**src/rtl/mcs4_phase_sequencer.sv**
```systemverilog
// mcs4_phase_sequencer
// Two-phase clock (clk1/clk2), subcycle (A1..X3) and power-on-clear sequencer
// for the MCS-4 core. All state is on the rising edge of sysclk; rst_n is an
// asynchronous active-low reset.
//
// Optional feature macro: MCS4_SINGLE_STEP_EN
//   defined   -> STEP state present, step_req rising edge runs one instruction
//                cycle from IDLE and step_done pulses when it ends.
//   undefined -> STEP state not built, step_req ignored, step_done tied low.
//
// Outputs are registered decodes of the state/counters, so they trail the
// internal counters by one sysclk: the edge that leaves IDLE is followed one
// edge later by running=1 and the first clk1 tick of A1.
module mcs4_phase_sequencer #(
  parameter int PHASE_LEN  = 2,
  parameter int GAP_LEN    = 1,
  parameter int POC_CYCLES = 2
) (
  input  logic       sysclk,
  input  logic       rst_n,
  input  logic       run_en,
  input  logic       poc_req,
  input  logic       step_req,
  output logic       clk1,
  output logic       clk2,
  output logic       sync,
  output logic [2:0] subcycle,
  output logic       poc,
  output logic       running,
  output logic       step_done
);

  // Ticks per subcycle: phase1 pulse, gap, phase2 pulse, gap.
  localparam int         SUB_LEN  = 2 * PHASE_LEN + 2 * GAP_LEN;
  localparam logic [5:0] PH_LAST  = 6'(SUB_LEN - 1);
  localparam logic [5:0] CLK1_END = 6'(PHASE_LEN);
  localparam logic [5:0] CLK2_BEG = 6'(PHASE_LEN + GAP_LEN);
  localparam logic [5:0] CLK2_END = 6'(2 * PHASE_LEN + GAP_LEN);
  localparam logic [3:0] POC_LOAD = 4'(POC_CYCLES);
  localparam logic [2:0] SUB_X3   = 3'd7;

`ifdef MCS4_SINGLE_STEP_EN
  typedef enum logic [1:0] {
    IDLE = 2'd0,
    RUN  = 2'd1,
    STEP = 2'd2
  } state_t;
`else
  typedef enum logic [1:0] {
    IDLE = 2'd0,
    RUN  = 2'd1
  } state_t;
`endif

  state_t     state_reg;
  logic [5:0] ph_cnt_reg;
  logic [5:0] ph_cnt_next;
  logic [2:0] sub_reg;
  logic [2:0] sub_next;
  logic [3:0] poc_cnt_reg;
  logic [3:0] poc_cnt_next;
  logic       poc_reg;
  logic       poc_next;

  logic       clk1_reg;
  logic       clk2_reg;
  logic       sync_reg;
  logic [2:0] subcycle_reg;
  logic       running_reg;

  logic       active;
  logic       boundary;
  logic       start_run;
  logic       stop_ok;

`ifdef MCS4_SINGLE_STEP_EN
  logic       step_prev_reg;
  logic       step_end_reg;
  logic       step_done_reg;
  logic       step_edge;
`else
  // step_req is kept on the port list for wiring compatibility only.
  logic       unused_step_req;
  assign unused_step_req = step_req;
`endif

  // Next-state terms: counter advance, boundary detect and POC countdown.
  always_comb begin
    active       = (state_reg != IDLE);
    boundary     = active && (ph_cnt_reg == PH_LAST) && (sub_reg == SUB_X3);

    ph_cnt_next  = ph_cnt_reg + 6'd1;
    sub_next     = sub_reg;
    if (ph_cnt_reg == PH_LAST) begin
      ph_cnt_next = 6'd0;
      sub_next    = sub_reg + 3'd1;
    end

    // A held poc_req keeps reloading the count; otherwise count down one
    // per completed instruction cycle and drop poc as it reaches zero.
    poc_cnt_next = poc_cnt_reg;
    poc_next     = poc_reg;
    if (poc_req) begin
      poc_cnt_next = POC_LOAD;
      poc_next     = 1'b1;
    end else if (boundary && (poc_cnt_reg != 4'd0)) begin
      poc_cnt_next = poc_cnt_reg - 4'd1;
      if (poc_cnt_reg == 4'd1) begin
        poc_next = 1'b0;
      end
    end

    // poc must keep clocks running so the 4004 can clear.
    start_run    = run_en || poc_reg;
    // Use the post-edge poc so the cycle that clears poc is the last one.
    stop_ok      = !run_en && !poc_next;
  end

`ifdef MCS4_SINGLE_STEP_EN
  // Rising edge of step_req against its registered copy.
  assign step_edge = step_req && !step_prev_reg;
`endif

  // Sequencer FSM with phase/subcycle counters, POC and registered outputs.
  always_ff @(posedge sysclk or negedge rst_n) begin
    if (!rst_n) begin
      state_reg     <= IDLE;
      ph_cnt_reg    <= 6'd0;
      sub_reg       <= 3'd0;
      poc_cnt_reg   <= POC_LOAD;
      poc_reg       <= 1'b1;
      clk1_reg      <= 1'b0;
      clk2_reg      <= 1'b0;
      sync_reg      <= 1'b0;
      subcycle_reg  <= 3'd0;
      running_reg   <= 1'b0;
`ifdef MCS4_SINGLE_STEP_EN
      step_prev_reg <= 1'b0;
      step_end_reg  <= 1'b0;
      step_done_reg <= 1'b0;
`endif
    end else begin
      poc_reg       <= poc_next;
      poc_cnt_reg   <= poc_cnt_next;

      // Output decode of the tick currently held in the counters.
      clk1_reg      <= active && (ph_cnt_reg < CLK1_END);
      clk2_reg      <= active && (ph_cnt_reg >= CLK2_BEG) && (ph_cnt_reg < CLK2_END);
      sync_reg      <= active && (sub_reg == SUB_X3);
      subcycle_reg  <= active ? sub_reg : 3'd0;
      running_reg   <= active;

`ifdef MCS4_SINGLE_STEP_EN
      step_prev_reg <= step_req;
      step_end_reg  <= 1'b0;
      // step_done lines up with the edge where running falls.
      step_done_reg <= step_end_reg;
`endif

      case (state_reg)
        IDLE: begin
          ph_cnt_reg <= 6'd0;
          sub_reg    <= 3'd0;
          if (start_run) begin
            state_reg <= RUN;
`ifdef MCS4_SINGLE_STEP_EN
          end else if (step_edge) begin
            // start_run is low here, so run_en=0: a step is allowed.
            state_reg <= STEP;
`endif
          end
        end

        RUN: begin
          ph_cnt_reg <= ph_cnt_next;
          sub_reg    <= sub_next;
          if (boundary && stop_ok) begin
            state_reg <= IDLE;
          end
        end

`ifdef MCS4_SINGLE_STEP_EN
        STEP: begin
          ph_cnt_reg <= ph_cnt_next;
          sub_reg    <= sub_next;
          if (boundary) begin
            state_reg    <= IDLE;
            step_end_reg <= 1'b1;
          end
        end
`endif

        default: begin
          state_reg  <= IDLE;
          ph_cnt_reg <= 6'd0;
          sub_reg    <= 3'd0;
        end
      endcase
    end
  end

  assign clk1     = clk1_reg;
  assign clk2     = clk2_reg;
  assign sync     = sync_reg;
  assign subcycle = subcycle_reg;
  assign poc      = poc_reg;
  assign running  = running_reg;

`ifdef MCS4_SINGLE_STEP_EN
  assign step_done = step_done_reg;
`else
  assign step_done = 1'b0;
`endif

endmodule

```
**config.mk**
```make
export PLATFORM = sky130hd
export DESIGN_NAME = mcs4_phase_sequencer
export DESIGN_NICKNAME = d
export VERILOG_FILES = /design/src/rtl/mcs4_phase_sequencer.sv
export SDC_FILE = /design/constraint.sdc
export NUM_CORES = 1
export LEC_CHECK = 0
export ABC_AREA = 1
export BUFFER_PORTS_ARGS = -buffer_cell sky130_fd_sc_hd__buf_2
export CAP_MARGIN = 20
export CORE_ASPECT_RATIO = 1.1
export CORE_MARGIN = 2
export CORE_UTILIZATION = 37
export CTS_CLUSTER_SIZE = 12
export DETAILED_ROUTE_END_ITERATION = 8
export HOLD_SLACK_MARGIN = 0.12
export PLACE_DENSITY_LB_ADDON = 0.12
export SLEW_MARGIN = 40
export SYNTH_ARGS = -nofsm -noshare
export SYNTH_HDL_FRONTEND = slang
export SYNTH_SLANG_ARGS = --single-unit
```
**constraint.sdc**
```tcl
create_clock -name sysclk -period 2.6 [get_ports sysclk]
set_input_delay 0.13 -clock sysclk [delete_from_list [all_inputs] [get_ports sysclk]]
set_output_delay 0.13 -clock sysclk [all_outputs]
set_load 0.1 [all_outputs]
```
# == After elaboration in Yosys (flattened, before gate mapping) ==
# Index checks and enable logic that the tools add are counted.
# W data, S select, Z words.
# word_totals
regBits,23
latch_bits,0
ram_bits,0
rom_bits,0
output_inout_bits,9
mem_count,0
# op_classes
addsub,3
mul,0
div_mod_pow,0
magnitude_cmp,3
n_eq_ne,7
shift,0
mux,13
bitwise_logic,0
reduce_logical,17
# ops
operator,n
$mux W6,2
$logic_and A1 B1 Y1,9
$mux W3,3
$mux W4,2
$add A6 B1 Y6 const B,1
$eq A6 B3 Y1 const B,1
$ge A6 B2 Y1 const B,1
$lt A6 B2 Y1 const B,1
$lt A6 B3 Y1 const B,1
$ne A2 B2 Y1 const B,3
$eq A4 B1 Y1 const B,1
$mux W2,2
$pmux W2 S2,1
$reduce_bool A2 Y1,2
$reduce_bool A4 Y1,1
$sub A4 B1 Y4 const B,1
$add A3 B1 Y3 const B,1
$eq A3 B3 Y1 const B,1
$mux W1,3
$eq A2 B1 Y1 const B,1
$logic_not A1 Y1,2
$logic_not A2 Y1,1
$reduce_and A2 Y1,1
$logic_or A1 B1 Y1,1

# == Longest topological paths before layout ==
# depth
word_depth,11
ltp_mapped,9
depth_no_buf,9

# == Worst setup path before layout ==
# No wires, ideal clock.
# synth_timing
kind,register to register
startpoint,register ph_cnt_reg[1]
endpoint,register state_reg[0]
setup_ns,0.113
arrival_time_ns,1.218
t_required_ns,2.487
path_slack_ns,1.270
stages_incl_launch_ff,10
n_path_buf,0
period_less_slack_ns,1.330
path_cell_list,dfrtp_1 inv_1 ha_1 nand3_4 nor2_8 nand4_1 nand2_1 nand3_1 nand2_1 inv_1
# synth_between
elab_chain_len,11
# synth_lines
item,line,rtl
"start, declared",56,logic [5:0] ph_cnt_reg;
"start signal, assigned",175,ph_cnt_reg <= ph_cnt_next;
$eq A6 B3 Y1 (*),90,boundary = active && (ph_cnt_reg == PH_LAST) && (sub_reg == SUB_X3);
$logic_and A1 B1 Y1 (*) (2 in a row),90,
$logic_and A1 B1 Y1,106,end else if (boundary && (poc_cnt_reg != 4'd0)) begin
$mux W1,106,
$mux W1,103,if (poc_req) begin
$logic_not A1 Y1,116,stop_ok = !run_en && !poc_next;
$logic_and A1 B1 Y1,116,
$logic_and A1 B1 Y1 (*),177,if (boundary && stop_ok) begin
$ne A2 B2 Y1 (no source line) (*),-,
$reduce_and A2 Y1 (no source line) (*),-,
"end signal, assigned",127,state_reg <= IDLE;
"end signal, assigned",178,state_reg <= IDLE;
"end signal, assigned",194,state_reg <= IDLE;
"end, declared",55,state_t state_reg;
# Every way passes the cells marked *; elsewhere a longest branch is shown, timed or not.
# A chain may end at the register's enable or synchronous reset.

# == Worst setup path after layout ==
# layout_timing
startpoint,register ph_cnt_reg[1]
endpoint,register poc_cnt_reg[0]
# layout_between
elab_chain_len,5
# layout_lines
item,line,rtl
$eq A6 B3 Y1,90,
$logic_and A1 B1 Y1 (2 in a row),90,
$logic_and A1 B1 Y1,106,
$reduce_bool A2 Y1 (no source line),-,
"end signal, assigned",144,poc_cnt_reg <= poc_cnt_next;
"end, declared",60,logic [3:0] poc_cnt_reg;
# No other way between the ends.

==> metrics <==
worst min-delay path class in -> async; CP startpoint kind flip-flop; Routed Antenna Nets 0; status finished clean; GRT Util Overall a little over an eighth; Max VDD drop between 200 and 300 µV; initial antenna violation count 0; # Post-CTS Setup Buffers 0; Synth Flop Type dfrtp_1; grt met3 use between 1.5 and 2%; CP most frequent cell nand3_4; Synth Area in Simple Gates ~24%; crit path max-delay cell type dfrtp_1; chip height ~60 µm; R2R Setup Slk around 1.1 ns; Worst-path clk slew between 0.1 and 0.15 ns; post-synthesis mux area share 0%; critical path's largest stage delay 0.45 ns; Synth top area share a little under half; GR Layer Usage met2 ~24%; final hold vios 0; Core Area about 0.0028 mm²; #FFs+latches synth 22; worst-case clock buffer depth 2; Reg-to-Reg Start ph_cnt_reg[1]; number of global-route vias before repair between 800 and 900; setup_tns 0 ns; first-pass GRT wire length 3456 µm; H-Tree Depth 1; Leak roughly 0.66 nW; hold bufs inserted after CTS 3; Critical Path Stages 8; CTS resizes 0; Worst R2R Path Depth 8; crit end category flip-flop; busiest layer in global routing met2; worst-path cell chain inv_1 > ha_1 > nand3_4 > nor2_8 > nand3_4 > nand2_2 > nand3_1 > o21ai_1; Post-synth ARST share 100.0%; Synth area leaders dfrtp_1 46%, ha_1 9.2%, inv_1 6.6%; Clock Root Buffer clkbuf_4; worst path bufs/invs 1; vias about 770; PortBufs 11; Sink Count 22; cell area after layout between 0.001 and 0.0015 mm²; Cell Count, Final, Fillers Out 165; Fmax achieved 0.6776 GHz; reg2reg end poc_cnt_reg[0]; GR met1 Demand/Resource between 15 and 20%; Skew-Pair Late Insertion Delay 0.30 ns; fraction of the yosys area taken by sequential cells roughly 51%; Max FO, Critical Path 8; Ys Warns 0; largest family of logic cells by synthesized area simple AND/OR/NAND/NOR gates; period utilization between 50% and 60%; layout cell share with drive strength beyond 1 between 10% and 20%; DP Wirelength approximately 1400 µm; worst path arrival time roughly 1.7 ns; Cells after Synth around 120; critical path's top delay family simple AND/OR/NAND/NOR gates; Die ar. between 0.003 and 0.004 mm²; final core area utilization 44.41%; grt ovf 0; nets approximately 150; # DRC 0; placed inst area between 0.001 and 0.0015 mm²; final wirelength 1835 µm; MaxCap Viol Count 0; max reg flops 6; initial core utilization about two fifths; Layout Skew between 0.002 and 0.0025 ns; Min Clock Period, post-route roughly 1.5 ns; die width ~56 µm; Post-Synth Adder-Cell Area a little under a tenth; post-synthesis xor/xnor area fraction 2.425%; Final setup viols 0; crit path kind reg -> reg; Post-synth EDFFs 0; number of I/O pins 14; First DRT Iteration DRCs 7; TritonCTS clock tree yes; Synth Cell Area approximately 0.0011 mm²; hold slack about 0.31 ns; Power Total about 0.57 mW; Place WS approximately 1.1 ns; PwrDens roughly 460 mW/mm²; row count 20; Yosys top cell by area dfrtp_1; largest net degree at the start of global routing 23; RSZ-0062 raised after global routing no; wire per inst approximately 11 µm; Yosys cell types 21; Layout area overhead 13.86%; diode count 0; post-synthesis compound-gate area fraction roughly 5%; Max Slew Vio Count 0; placed cells around 160; Final WS setup ~1.1 ns; CTS buffer count 3; Worst Path Required around 2.8 ns; RePlAce Congestion slightly above 0.7; syn_nets ~130; first-pass iteration count of the detailed router 4; Mean Syn Cell Area 9.341 µm²; Via-to-Cell Ratio approximately 4.7
==> kinds of logic (layout without fill, tap and decap cells) <==
group | Yosys count | count (layout)
DFF | 22 | 22
other | 1 | 1
AOI/OAI and AO/OA | 10 | 10
and+or+nand+nor | 51 | 51
buffers and inverters | 21 | 37
adders and majority gates | 8 | 8
xor gates and xnor gates | 3 | 3
==> per-layer routing <==
layer  vias up  share of wire (%)  routed length (µm)
met5         -                  0                   0
met4         0                1.1                  21
met3         2                2.8                  52
met2         9                 48                 876
met1       360                 48                 886
li1        397                  -                   -
==> worst register-to-register path: cells and delay by family (launching register included) <==
kind,cells,cell delay [ns]
compound gates,1,0.08
buf+inv,1,0.10
flops,1,0.45
fa+ha+maj,1,0.22
simple gates,5,0.57
==> area by class of cell <==
type | instances | area [µm²]
fillers | 267 | 1544
multi-input cells | 73 | 446.7
well taps | 33 | 41.29
clock buffers | 4 | 36.28
repair buffers | 14 | 85.08
flip-flops and latches | 22 | 553.0
inverters | 19 | 71.32
==> layout by cell type, fill, tap and decap left out <==
cell type	count
or2_2	1
nand3_4	2
nor2_1	13
a21oi_1	2
nand2_1	17
conb_1	1
nor3_1	4
o21ai_2	1
o21ai_1	2
inv_1	19
buf_2	11
nor2_8	1
dlygate4sd3_1	3
clkbuf_4	3
nand2_2	1
xor2_1	3
nand3_1	10
dfstp_2	2
ha_1	8
nand4_1	2
o21ai_0	5
dfrtp_1	20
clkbuf_8	1
==> synth_stat cells (3+ instances only) <==
library cell,count
dfrtp_1,20
ha_1,8
inv_1,19
nand2_1,17
nand3_1,10
nor2_1,13
nor3_1,4
o21ai_0,5
xor2_1,3
==> power by group <==
group | switching (mW) | internal, mW | leakage, nW
combinational | 0.0251 | 0.00980 | 0.359
clock | 0.105 | 0.0854 | 0.0210
sequential | 0.00165 | 0.346 | 0.279
==> how the worst max path moves through the flow <==
stage / from / end / slack (ns)
2_1_floorplan: ph_cnt_reg[1] / state_reg[0] / 1.27
3_3_place_gp: ph_cnt_reg[1] / state_reg[0] / 1.16
3_5_place_dp: ph_cnt_reg[1] / state_reg[0] / 1.15
4_1_cts: ph_cnt_reg[1] / state_reg[0] / 1.12
5_1_grt: ph_cnt_reg[1] / state_reg[0] / 0.92
6_report: ph_cnt_reg[1] / poc_cnt_reg[0] / 1.12
No activity file was read; power rests on OpenSTA's default activity.
